--- config.mk ---
export PLATFORM = sky130hd
export DESIGN_NAME = hs32_mem_arbiter_flat
export DESIGN_NICKNAME = d
export VERILOG_FILES = /design/src/rtl/hs32_mem_arbiter_pkg.sv /design/src/rtl/hs32_mem_arbiter_if.sv /design/src/rtl/hs32_arb_slot.sv /design/src/rtl/hs32_mem_arbiter.sv /design/src/flat_wrapper.sv
export SDC_FILE = /design/constraint.sdc
export NUM_CORES = 1
export LEC_CHECK = 0
export ABC_CLOCK_PERIOD_IN_PS = 2250
export BUFFER_PORTS_ARGS = -buffer_cell sky130_fd_sc_hd__buf_2
export CAP_MARGIN = 40
export CORE_MARGIN = 2
export CORE_UTILIZATION = 42
export CTS_BUF_LIST = sky130_fd_sc_hd__clkbuf_8
export CTS_CLUSTER_DIAMETER = 100
export DETAILED_ROUTE_END_ITERATION = 10
export MAX_ROUTING_LAYER = met4
export PLACE_DENSITY = 0.72
export SYNTH_ARGS = -nofsm -noshare
export SYNTH_HDL_FRONTEND = slang
export SYNTH_SLANG_ARGS = --single-unit
--- constraint.sdc ---
create_clock -name clk -period 2.25 [get_ports clk]
set_input_delay 0.225 -clock clk [delete_from_list [all_inputs] [get_ports clk]]
set_output_delay 0.225 -clock clk [all_outputs]
set_load 0.01 [all_outputs]
--- src/rtl/hs32_mem_arbiter_pkg.sv ---
// Shared types for the HS32 memory arbiter: FSM states, port ids, slot payload
// and the grant-selection helper.
package hs32_mem_arbiter_pkg;

    localparam int NUM_PORTS = 2;

    typedef enum logic {
        ST_IDLE = 1'b0,
        ST_WAIT = 1'b1
    } arb_state_e;

    typedef enum logic {
        P_FETCH = 1'b0,
        P_EXEC  = 1'b1
    } port_e;

    typedef struct packed {
        logic [31:0] addr;
        logic [31:0] dtw;
        logic        rw;
    } slot_req_t;

    // Execute port wins unless fetch is waiting and has been starved long enough.
    function automatic port_e pick_port(input logic [NUM_PORTS-1:0] cand, input logic starve_hit);
        if (cand[P_EXEC] && !(cand[P_FETCH] && starve_hit))
            return P_EXEC;
        return P_FETCH;
    endfunction

endpackage

--- src/rtl/hs32_mem_arbiter_if.sv ---
// HS32 strobe/ack/stall bus for both initiator ports plus the backend memory
// request/ready bus, as seen by the arbiter (slave) and its environment (master).
interface hs32_mem_arbiter_if;
    logic [31:0] addr0;
    logic        stb0;
    logic [31:0] dtr0;
    logic        ack0;
    logic        stl0;

    logic [31:0] addr1;
    logic [31:0] dtw1;
    logic        rw1;
    logic        stb1;
    logic [31:0] dtr1;
    logic        ack1;
    logic        stl1;

    logic [31:0] maddr;
    logic [31:0] mdtw;
    logic        mwe;
    logic        mreq;
    logic [31:0] mdtr;
    logic        mrdy;

    modport slave (
        input  addr0, stb0, addr1, dtw1, rw1, stb1, mdtr, mrdy,
        output dtr0, ack0, stl0, dtr1, ack1, stl1, maddr, mdtw, mwe, mreq
    );

    modport master (
        output addr0, stb0, addr1, dtw1, rw1, stb1, mdtr, mrdy,
        input  dtr0, ack0, stl0, dtr1, ack1, stl1, maddr, mdtw, mwe, mreq
    );
endinterface

--- src/rtl/hs32_arb_slot.sv ---
// One-deep request latch for a single initiator port. Flags misaligned or
// overlapping strobes and presents either the held or the just-arriving request.
module hs32_arb_slot
    import hs32_mem_arbiter_pkg::*;
(
    input  logic      clk,
    input  logic      reset,
    input  logic      stb,
    input  slot_req_t req_in,
    input  logic      clr,
    output logic      pend,
    output logic      err,
    output slot_req_t req
);
    logic      full;
    logic      busy;
    logic      cap;
    slot_req_t held;

    // A slot being released on this edge is free for a new strobe.
    assign busy = full && !clr;
    assign err  = stb && ((req_in.addr[1:0] != 2'b00) || busy);
    assign cap  = stb && !err;
    assign pend = cap || busy;
    assign req  = cap ? req_in : held;

    always_ff @(posedge clk) begin
        if (!reset) begin
            full <= 1'b0;
            held <= '0;
        end else if (cap) begin
            full <= 1'b1;
            held <= req_in;
        end else if (clr) begin
            full <= 1'b0;
        end
    end

endmodule

--- src/rtl/hs32_mem_arbiter.sv ---
// Two-port HS32 responder: serialises fetch/execute accesses onto one backend
// bus with execute priority, fetch anti-starvation and a backend timeout.
module hs32_mem_arbiter
    import hs32_mem_arbiter_pkg::*;
#(
    parameter int TIMEOUT      = 16,
    parameter int STARVE_LIMIT = 4
) (
    input  logic              clk,
    input  logic              reset,
    hs32_mem_arbiter_if.slave bus
);
    localparam int CW = $clog2(TIMEOUT + 1);
    localparam int SW = $clog2(STARVE_LIMIT + 1);

    arb_state_e state;
    port_e      owner;
    logic [CW-1:0] cyc_cnt;
    logic [SW-1:0] starve_cnt;

    logic [NUM_PORTS-1:0] stb, pend, err, clr, cand;
    slot_req_t req_in [NUM_PORTS];
    slot_req_t req    [NUM_PORTS];

    logic  in_wait, done, tmo, grant_vld, starve_hit;
    port_e grant_port;

    assign stb             = {bus.stb1, bus.stb0};
    assign req_in[P_FETCH] = '{addr: bus.addr0, dtw: 32'h0, rw: 1'b0};
    assign req_in[P_EXEC]  = '{addr: bus.addr1, dtw: bus.dtw1, rw: bus.rw1};

    for (genvar i = 0; i < NUM_PORTS; i++) begin : g_slot
        hs32_arb_slot u_slot (
            .clk    (clk),
            .reset  (reset),
            .stb    (stb[i]),
            .req_in (req_in[i]),
            .clr    (clr[i]),
            .pend   (pend[i]),
            .err    (err[i]),
            .req    (req[i])
        );
    end

    assign in_wait = (state == ST_WAIT);
    assign done    = in_wait && bus.mrdy;
    assign tmo     = in_wait && !bus.mrdy && (cyc_cnt == CW'(TIMEOUT - 1));

    assign clr[P_FETCH] = (done || tmo) && (owner == P_FETCH);
    assign clr[P_EXEC]  = (done || tmo) && (owner == P_EXEC);

    // Grants happen from IDLE or on a completing edge (back-to-back); never after a timeout.
    always_comb begin
        cand = '0;
        if (!in_wait || done)
            cand = pend;
    end

    assign starve_hit = (starve_cnt >= SW'(STARVE_LIMIT));
    assign grant_vld  = |cand;
    assign grant_port = pick_port(cand, starve_hit);

    always_ff @(posedge clk) begin
        if (!reset) begin
            state      <= ST_IDLE;
            owner      <= P_FETCH;
            cyc_cnt    <= '0;
            starve_cnt <= '0;
            bus.maddr  <= '0;
            bus.mdtw   <= '0;
            bus.mwe    <= 1'b0;
            bus.mreq   <= 1'b0;
            bus.ack0   <= 1'b0;
            bus.ack1   <= 1'b0;
            bus.stl0   <= 1'b0;
            bus.stl1   <= 1'b0;
            bus.dtr0   <= '0;
            bus.dtr1   <= '0;
        end else begin
            bus.ack0 <= done && (owner == P_FETCH);
            bus.ack1 <= done && (owner == P_EXEC);
            bus.stl0 <= err[P_FETCH] || (tmo && (owner == P_FETCH));
            bus.stl1 <= err[P_EXEC]  || (tmo && (owner == P_EXEC));

            // mwe still reflects the access that is completing.
            if (done) begin
                if (owner == P_FETCH)
                    bus.dtr0 <= bus.mdtr;
                else if (!bus.mwe)
                    bus.dtr1 <= bus.mdtr;
            end

            if (grant_vld) begin
                state     <= ST_WAIT;
                owner     <= grant_port;
                cyc_cnt   <= '0;
                bus.mreq  <= 1'b1;
                bus.maddr <= req[grant_port].addr;
                bus.mdtw  <= req[grant_port].dtw;
                bus.mwe   <= req[grant_port].rw;
                if (grant_port == P_FETCH)
                    starve_cnt <= '0;
                else if (cand[P_FETCH])
                    starve_cnt <= starve_cnt + 1'b1;
            end else if (done || tmo) begin
                state    <= ST_IDLE;
                bus.mreq <= 1'b0;
            end else if (in_wait) begin
                cyc_cnt <= cyc_cnt + 1'b1;
            end
        end
    end

endmodule

--- src/flat_wrapper.sv ---
// flat-port wrapper written by rule: the top's interface ports become plain ports
module hs32_mem_arbiter_flat import hs32_mem_arbiter_pkg::*;
#(
    parameter int TIMEOUT      = 16,
    parameter int STARVE_LIMIT = 4
)
  (clk, reset, bus_addr0, bus_stb0, bus_addr1, bus_dtw1, bus_rw1, bus_stb1, bus_mdtr, bus_mrdy, bus_dtr0, bus_ack0, bus_stl0, bus_dtr1, bus_ack1, bus_stl1, bus_maddr, bus_mdtw, bus_mwe, bus_mreq);
  hs32_mem_arbiter_if bus_i ();
  input  logic clk;
  input  logic reset;
  input wire logic [$bits(bus_i.addr0)-1:0] bus_addr0;
  input wire logic [$bits(bus_i.stb0)-1:0] bus_stb0;
  input wire logic [$bits(bus_i.addr1)-1:0] bus_addr1;
  input wire logic [$bits(bus_i.dtw1)-1:0] bus_dtw1;
  input wire logic [$bits(bus_i.rw1)-1:0] bus_rw1;
  input wire logic [$bits(bus_i.stb1)-1:0] bus_stb1;
  input wire logic [$bits(bus_i.mdtr)-1:0] bus_mdtr;
  input wire logic [$bits(bus_i.mrdy)-1:0] bus_mrdy;
  output wire logic [$bits(bus_i.dtr0)-1:0] bus_dtr0;
  output wire logic [$bits(bus_i.ack0)-1:0] bus_ack0;
  output wire logic [$bits(bus_i.stl0)-1:0] bus_stl0;
  output wire logic [$bits(bus_i.dtr1)-1:0] bus_dtr1;
  output wire logic [$bits(bus_i.ack1)-1:0] bus_ack1;
  output wire logic [$bits(bus_i.stl1)-1:0] bus_stl1;
  output wire logic [$bits(bus_i.maddr)-1:0] bus_maddr;
  output wire logic [$bits(bus_i.mdtw)-1:0] bus_mdtw;
  output wire logic [$bits(bus_i.mwe)-1:0] bus_mwe;
  output wire logic [$bits(bus_i.mreq)-1:0] bus_mreq;
  assign bus_i.addr0 = bus_addr0;
  assign bus_i.stb0 = bus_stb0;
  assign bus_i.addr1 = bus_addr1;
  assign bus_i.dtw1 = bus_dtw1;
  assign bus_i.rw1 = bus_rw1;
  assign bus_i.stb1 = bus_stb1;
  assign bus_i.mdtr = bus_mdtr;
  assign bus_i.mrdy = bus_mrdy;
  assign bus_dtr0 = bus_i.dtr0;
  assign bus_ack0 = bus_i.ack0;
  assign bus_stl0 = bus_i.stl0;
  assign bus_dtr1 = bus_i.dtr1;
  assign bus_ack1 = bus_i.ack1;
  assign bus_stl1 = bus_i.stl1;
  assign bus_maddr = bus_i.maddr;
  assign bus_mdtw = bus_i.mdtw;
  assign bus_mwe = bus_i.mwe;
  assign bus_mreq = bus_i.mreq;
  hs32_mem_arbiter #(.TIMEOUT(TIMEOUT), .STARVE_LIMIT(STARVE_LIMIT)) u_core (.clk(clk), .reset(reset), .bus(bus_i));
endmodule
== Yosys cells after proc, flatten, opt, wreduce, memory -nomap -nowiden ==
Index checks and enable logic that the tools add are counted.

* Bits of input ports: 134
* Register bits: 275
* Word-level logic and storage cells: 92

* Reductions and logical operators: 43
* $lt $le $gt $ge: 2
* Bitwise operators: 5
* $add $sub $neg: 2
* Mux-type cells: 17
* Equality and inequality tests: 2

{| class="wikitable"
|+ Operator list
! kind !! number
|-
| 65-bit two-way mux || 5
|-
| 1-bit logical AND || 17
|-
| 2-bit nonzero test || 5
|-
| 1-bit two-way mux || 9
|-
| 1-bit logical OR || 8
|-
| 1-bit zero test || 7
|-
| 3-bit two-way mux || 2
|-
| 2-bit AND reduction || 3
|-
| 5-bit by 1-bit adder with 5-bit output, second input constant || 1
|-
| 5-bit by 4-bit equality test with 1-bit output, second input constant || 1
|-
| 1-bit NOT || 4
|-
| 3-bit by 1-bit adder with 3-bit output, second input constant || 1
|-
| 3-bit >= comparator, second input constant || 1
|-
| 3-bit AND reduction || 1
|-
| 3-bit OR reduction || 1
|-
| 2-bit >= comparator, second input constant || 1
|-
| 2-bit two-way mux || 1
|-
| 2-bit by 1-bit inequality test with 1-bit output, second input constant || 1
|-
| 1-bit NOT with 2-bit output || 1
|-
| 2-bit OR reduction || 1
|}

== Longest topological paths before layout ==
* Word-level depth: 22
* Gate-level depth with buffers: 12
* Gate-level depth less buffers: 9

== By module ==
Synthesis repeated with hierarchy kept, for this count alone.

* Cell total of the unflattened synthesis: 1452
* Area total of the unflattened synthesis: 12814.8 µm²

{| class="wikitable"
|+ By module, submodules not included
! module !! instances !! seq. area each (µm²) !! cells an instance !! area an instance (µm²)
|-
| hs32_arb_slot || 2 || 1321.3 || 357 || 3407.0
|-
| hs32_mem_arbiter || 1 || 2862.7 || 738 || 6000.8
|}

== Worst setup path after synthesis ==
OpenSTA, ideal clock, no wires.

* Kind: flip-flop to flip-flop
* Start: reg u_core.cyc_cnt[0]
* End: reg u_core.bus.maddr[22]
* Setup time: 0.122 ns
* Stages on the path, launching flop included: 12
* Slack: -0.245 ns
* Required time: 2.128 ns
* Path buffers: 2
* Arrival: 2.373 ns
* Path through: dfxtp_1 -> ha_1 -> and3_1 -> ha_1 -> o211ai_1 -> and2_4 -> nand2b_4 -> buf_6 -> buf_2 -> mux2i_1 -> o22ai_1 -> a221o_1

* Cells in the longest elaborated chain, start to end: 21

{| class="wikitable"
|+ RTL lines
! item !! line !! text
|-
| start, declared || hs32_mem_arbiter.sv:18 || <nowiki>logic [CW-1:0] cyc_cnt;</nowiki>
|-
| start signal, assigned || hs32_mem_arbiter.sv:109 || <nowiki>cyc_cnt <= cyc_cnt + 1'b1;</nowiki>
|-
| 5-bit by 4-bit equality test with 1-bit output (*) || hs32_mem_arbiter.sv:47 || <nowiki>assign tmo = in_wait && !bus.mrdy && (cyc_cnt == CW'(TIMEOUT - 1));</nowiki>
|-
| 1-bit logical AND (*) || hs32_mem_arbiter.sv:47 ||
|-
| 1-bit logical OR (*) || hs32_mem_arbiter.sv:49, hs32_mem_arbiter.sv:50 ||
|-
| 1-bit logical AND || hs32_mem_arbiter.sv:49 || <nowiki>assign clr[P_FETCH] = (done || tmo) && (owner == P_FETCH);</nowiki>
|-
| 1-bit zero test || hs32_arb_slot.sv:21 || <nowiki>assign busy = full && !clr;</nowiki>
|-
| 1-bit logical AND || hs32_arb_slot.sv:21 ||
|-
| 1-bit logical OR || hs32_arb_slot.sv:22 || <nowiki>assign err = stb && ((req_in.addr[1:0] != 2'b00) || busy);</nowiki>
|-
| 1-bit logical AND || hs32_arb_slot.sv:22 ||
|-
| (+3 left out) || - ||
|-
| 2-bit two-way mux || hs32_mem_arbiter.sv:55 || <nowiki>if (!in_wait || done)</nowiki>
|-
| 1-bit logical AND || hs32_mem_arbiter_pkg.sv:25 || <nowiki>if (cand[P_EXEC] && !(cand[P_FETCH] && starve_hit))</nowiki>
|-
| 1-bit zero test || hs32_mem_arbiter_pkg.sv:25 ||
|-
| 1-bit logical AND || hs32_mem_arbiter_pkg.sv:25 ||
|-
| 1-bit two-way mux || hs32_mem_arbiter_pkg.sv:25 ||
|-
| 1-bit two-way mux || hs32_mem_arbiter_pkg.sv:27 || <nowiki>return P_FETCH;</nowiki>
|-
| 1-bit NOT with 2-bit output (not written as such) || hs32_mem_arbiter.sv:98 || <nowiki>bus.maddr <= req[grant_port].addr;</nowiki>
|-
| 65-bit two-way mux (not written as such) (3 in series) || hs32_mem_arbiter.sv:98 ||
|-
| end signal, assigned || hs32_mem_arbiter.sv:98 ||
|-
| end, declared || hs32_mem_arbiter_if.sv:27 || <nowiki>output dtr0, ack0, stl0, dtr1, ack1, stl1, maddr, mdtw, mwe, mreq</nowiki>
|}

Mark *: on every way between the ends. The rest lies on a longest branch, timed or not. The select of a mux whose other input is x is not followed.
A chain may end at the register's enable or synchronous reset.

== Worst setup path in the final report ==
* Start: reg u_core.cyc_cnt[0]
* End: reg u_core.bus.maddr[30]

Same word-level chain as after synthesis.

==> reports/results.ini <==
[sta]
finalHoldViolations=0
max_freq_ghz=0.409
slew_headroom_pct=55.8
maxSlewViolCount=0
tns_ps=-7070
worst_slack_ps=-193
min_period_over_period_pct=109
finalClockSkew_ps=22.5
min_period_ps=2440
rsz0062_at_grt=true
finalSetupViolCount=79
worstMarginPinSlew_ps=663

[global_route]
grt_pass1_wl_um=49400
grt_overflow=0
grt_antenna_before_repair=0
grt_pass1_vias=9544
grt_max_degree=60
track_usage_pct=24.3

[critical_path]
max_stage_delay_ps=330
end_kind=register
crit_chain=ha_4 > and3_4 > ha_4 > o211ai_1 > and2_4 > nand2b_4 > buf_6 > clkbuf_16 > mux2i_4 > nand2_1 > a32o_1
critPathTopFamily=simple AND/OR/NAND/NOR gates
cp.required_ps=2690
crit_fanout=8
cp_common_cell=ha_4
arrival_ps=2880
path_buf_inv=2
critPathLaunchType=register
path_class=reg -> reg
cpMaxStageDelayCell=dfxtp_2

[drt]
drtIter0Drc=681
wl_um=32100
drc=0
firstDrtPassIters=5
wire_per_inst_um=17.5
ant_nets=0
vias=9567
viasPerCell=5.22

[placed_design]
dp_hpwl_um=18500
placedCellCount=1632
finalWeightedCongestion=0.820
portBuffers=267

[layout]
antenna_cells=0
nNetsFinal=1615
multi_input_area_sq_um=4870
regArea_sq_um=5510
syn_to_final_growth_pct=50.4
fin_cells=1833
fillers=1781
drive_gt1_share_pct=36.5

[floorplanning]
ios=268
core_area_sq_um=23600
initial_core_util_pct=43.0
die_area_sq_um=25500
std_cell_rows=56
chipWidth_um=160
die_h_um=160

[clock_tree]
path_clk_slew_ps=60
cts-root-buf=clkbuf_8
clock_sinks=275
htreeDepth=2
cts_inserted_buffers=46
clock_latency_ps=550
cts_tree=yes
cts.path.max_buffers=3

[power]
power_density_nw_per_um2=732
p_leak_uw=0.00682
irDropWorstVdd_mv=0.552

[yosys]
synth_edf_count=0
syn_area_sq_um=10200
synth_cell_types=43
yosysSeqAreaShare_pct=54.2
yosysWarnings=0
syn_avg_cell_area_sq_um=9.65
synth-main-ff-cell=dfxtp_1
synthCells=1053
synth-seq-cells=275
synthArstFlopShare_pct=0
syn-num-nets=1190

[run_status]
status=finished with violations
violations=negative setup slack

[min_path]
hold_class=in -> reg

[flow_run]
maxCapViolations=0

[layout make-up]
cell class / count / area share [%]
clock inverters: 25 / 1.24
clock buffers: 59 / 5.31
repair buffers: 466 / 22.9
inverters: 2 / 0.0819
flip-flops and latches: 275 / 36.0
well taps: 319 / 2.61
multi-input cells: 687 / 31.8
[final timing paths]
check,end,start,slack [ps],cells after the start
setup / recovery,u_core.bus.maddr[30],u_core.cyc_cnt[0],-190,11
hold / removal,u_core.g_slot[1].u_slot.held[18],bus_dtw1[17],40,4
setup reg to reg,u_core.bus.maddr[30],u_core.cyc_cnt[0],-190,11
hold reg to reg,u_core.bus.dtr1[10],u_core.bus.dtr1[10],450,2
[registers in the layout, summed over array words and instances, names as in the netlist]
register,cells
u_core.bus.dtr0,32
u_core.g_slot.u_slot.held,130
u_core.bus.mdtw,32
u_core.bus.maddr,32
u_core.bus.stl1,1
u_core.g_slot.u_slot.full,2
u_core.bus.ack0,1
u_core.owner,1
u_core.bus.mwe,1
u_core.bus.stl0,1
u_core.in_wait,1
u_core.bus.dtr1,32
u_core.bus.ack1,1
u_core.cyc_cnt,5
u_core.starve_cnt,3
[synth_stat cells, types with 4 or more instances]
master / n / share of area [%]
a21oi_1: 74 / 3.6
a221o_1: 22 / 2.2
a22o_1: 35 / 3.0
a32o_1: 8 / 0.79
and3_1: 38 / 2.3
buf_2: 13 / 0.64
buf_6: 7 / 0.78
clkbuf_1: 62 / 2.3
dfxtp_1: 275 / 54
mux2i_1: 79 / 7.8
mux2i_2: 4 / 0.54
mux2i_4: 10 / 2.2
nand2_1: 162 / 6.0
nand3_1: 5 / 0.25
nor2_1: 129 / 4.8
o211ai_1: 36 / 2.7
o21ai_0: 37 / 1.8
o22ai_1: 22 / 1.4
[placed cells by master, fill, tap and decap left out, drive strengths merged, types with 4 or more instances in the layout]
cell type | Yosys | layout
o22ai | 22 | 22
mux2i | 93 | 93
a21oi | 74 | 74
o21ai | 40 | 40
inv | 2 | 18
and3 | 38 | 38
a22o | 35 | 35
nand3 | 6 | 6
nand2 | 162 | 162
clkinv | 0 | 4
dfxtp | 275 | 275
o211ai | 36 | 36
a221o | 22 | 22
nor2 | 130 | 130
clkbuf | 62 | 61
buf | 27 | 378
dlygate4sd3 | 0 | 84
a32o | 8 | 8
[worst register-to-register path, stage by stage, from the launching register on]
cell,delay [ps]
dfxtp_2,330
ha_4,150
and3_4,180
ha_4,160
o211ai_1,200
and2_4,180
nand2b_4,190
buf_6,160
clkbuf_16,200
mux2i_4,260
nand2_1,80
a32o_1,240
[through the flow]
stage / total power, uW / util [%] / hold slack (ps) / setup slack (ps) / instance area [sq um]
after detailed placement: 6180 / 52.5 / 443 / -181 / 12400
final: 11200 / 64.7 / 38.8 / -193 / 15300
after CTS: 11100 / 62.4 / 26.8 / -168 / 14700
after global routing: 11600 / 64.7 / 29.0 / -288 / 15300
after global placement: 6160 / 52.5 / 439 / -74.6 / 12400
after floorplan: 5680 / - / 361 / -51.7 / 10200
[cell families (layout without fill, tap and decap cells)]
family | after synthesis | count (layout) | synth area share (%)
xor+xnor | 3 | 3 | 0.259
buf+inv | 91 | 552 | 4.26
fa+ha+maj | 3 | 3 | 0.369
compound gates | 242 | 242 | 16.1
simple gates | 346 | 346 | 14.3
flops | 275 | 275 | 54.2
mux | 93 | 93 | 10.5
[power by group]
part | switching, uW | internal [uW] | total [uW]
registers | 72.6 | 5000 | 5070
logic | 696 | 680 | 1380
clock network | 2030 | 2710 | 4730
[repair_timing]
action / in CTS / in global routing
hold buffers: 84 / 0
endpoints found under the setup margin: 70 / 101
hold endpoints to repair: 116 / 0
gates cloned: 6 / 2
resized for setup: 49 / 93
setup buffers: 17 / 13
pin swaps: 25 / 24
[metal layers]
metal  vias to the layer above  track usage [%]  share of wire (%)
met5                         -                -                  0
met4                         0             7.52                2.4
met3                        79             4.98                6.8
met2                       407             39.5                 48
met1                      4545             30.4                 42
li1                       4536                -                  -
Power figures use the tool's default switching activity.
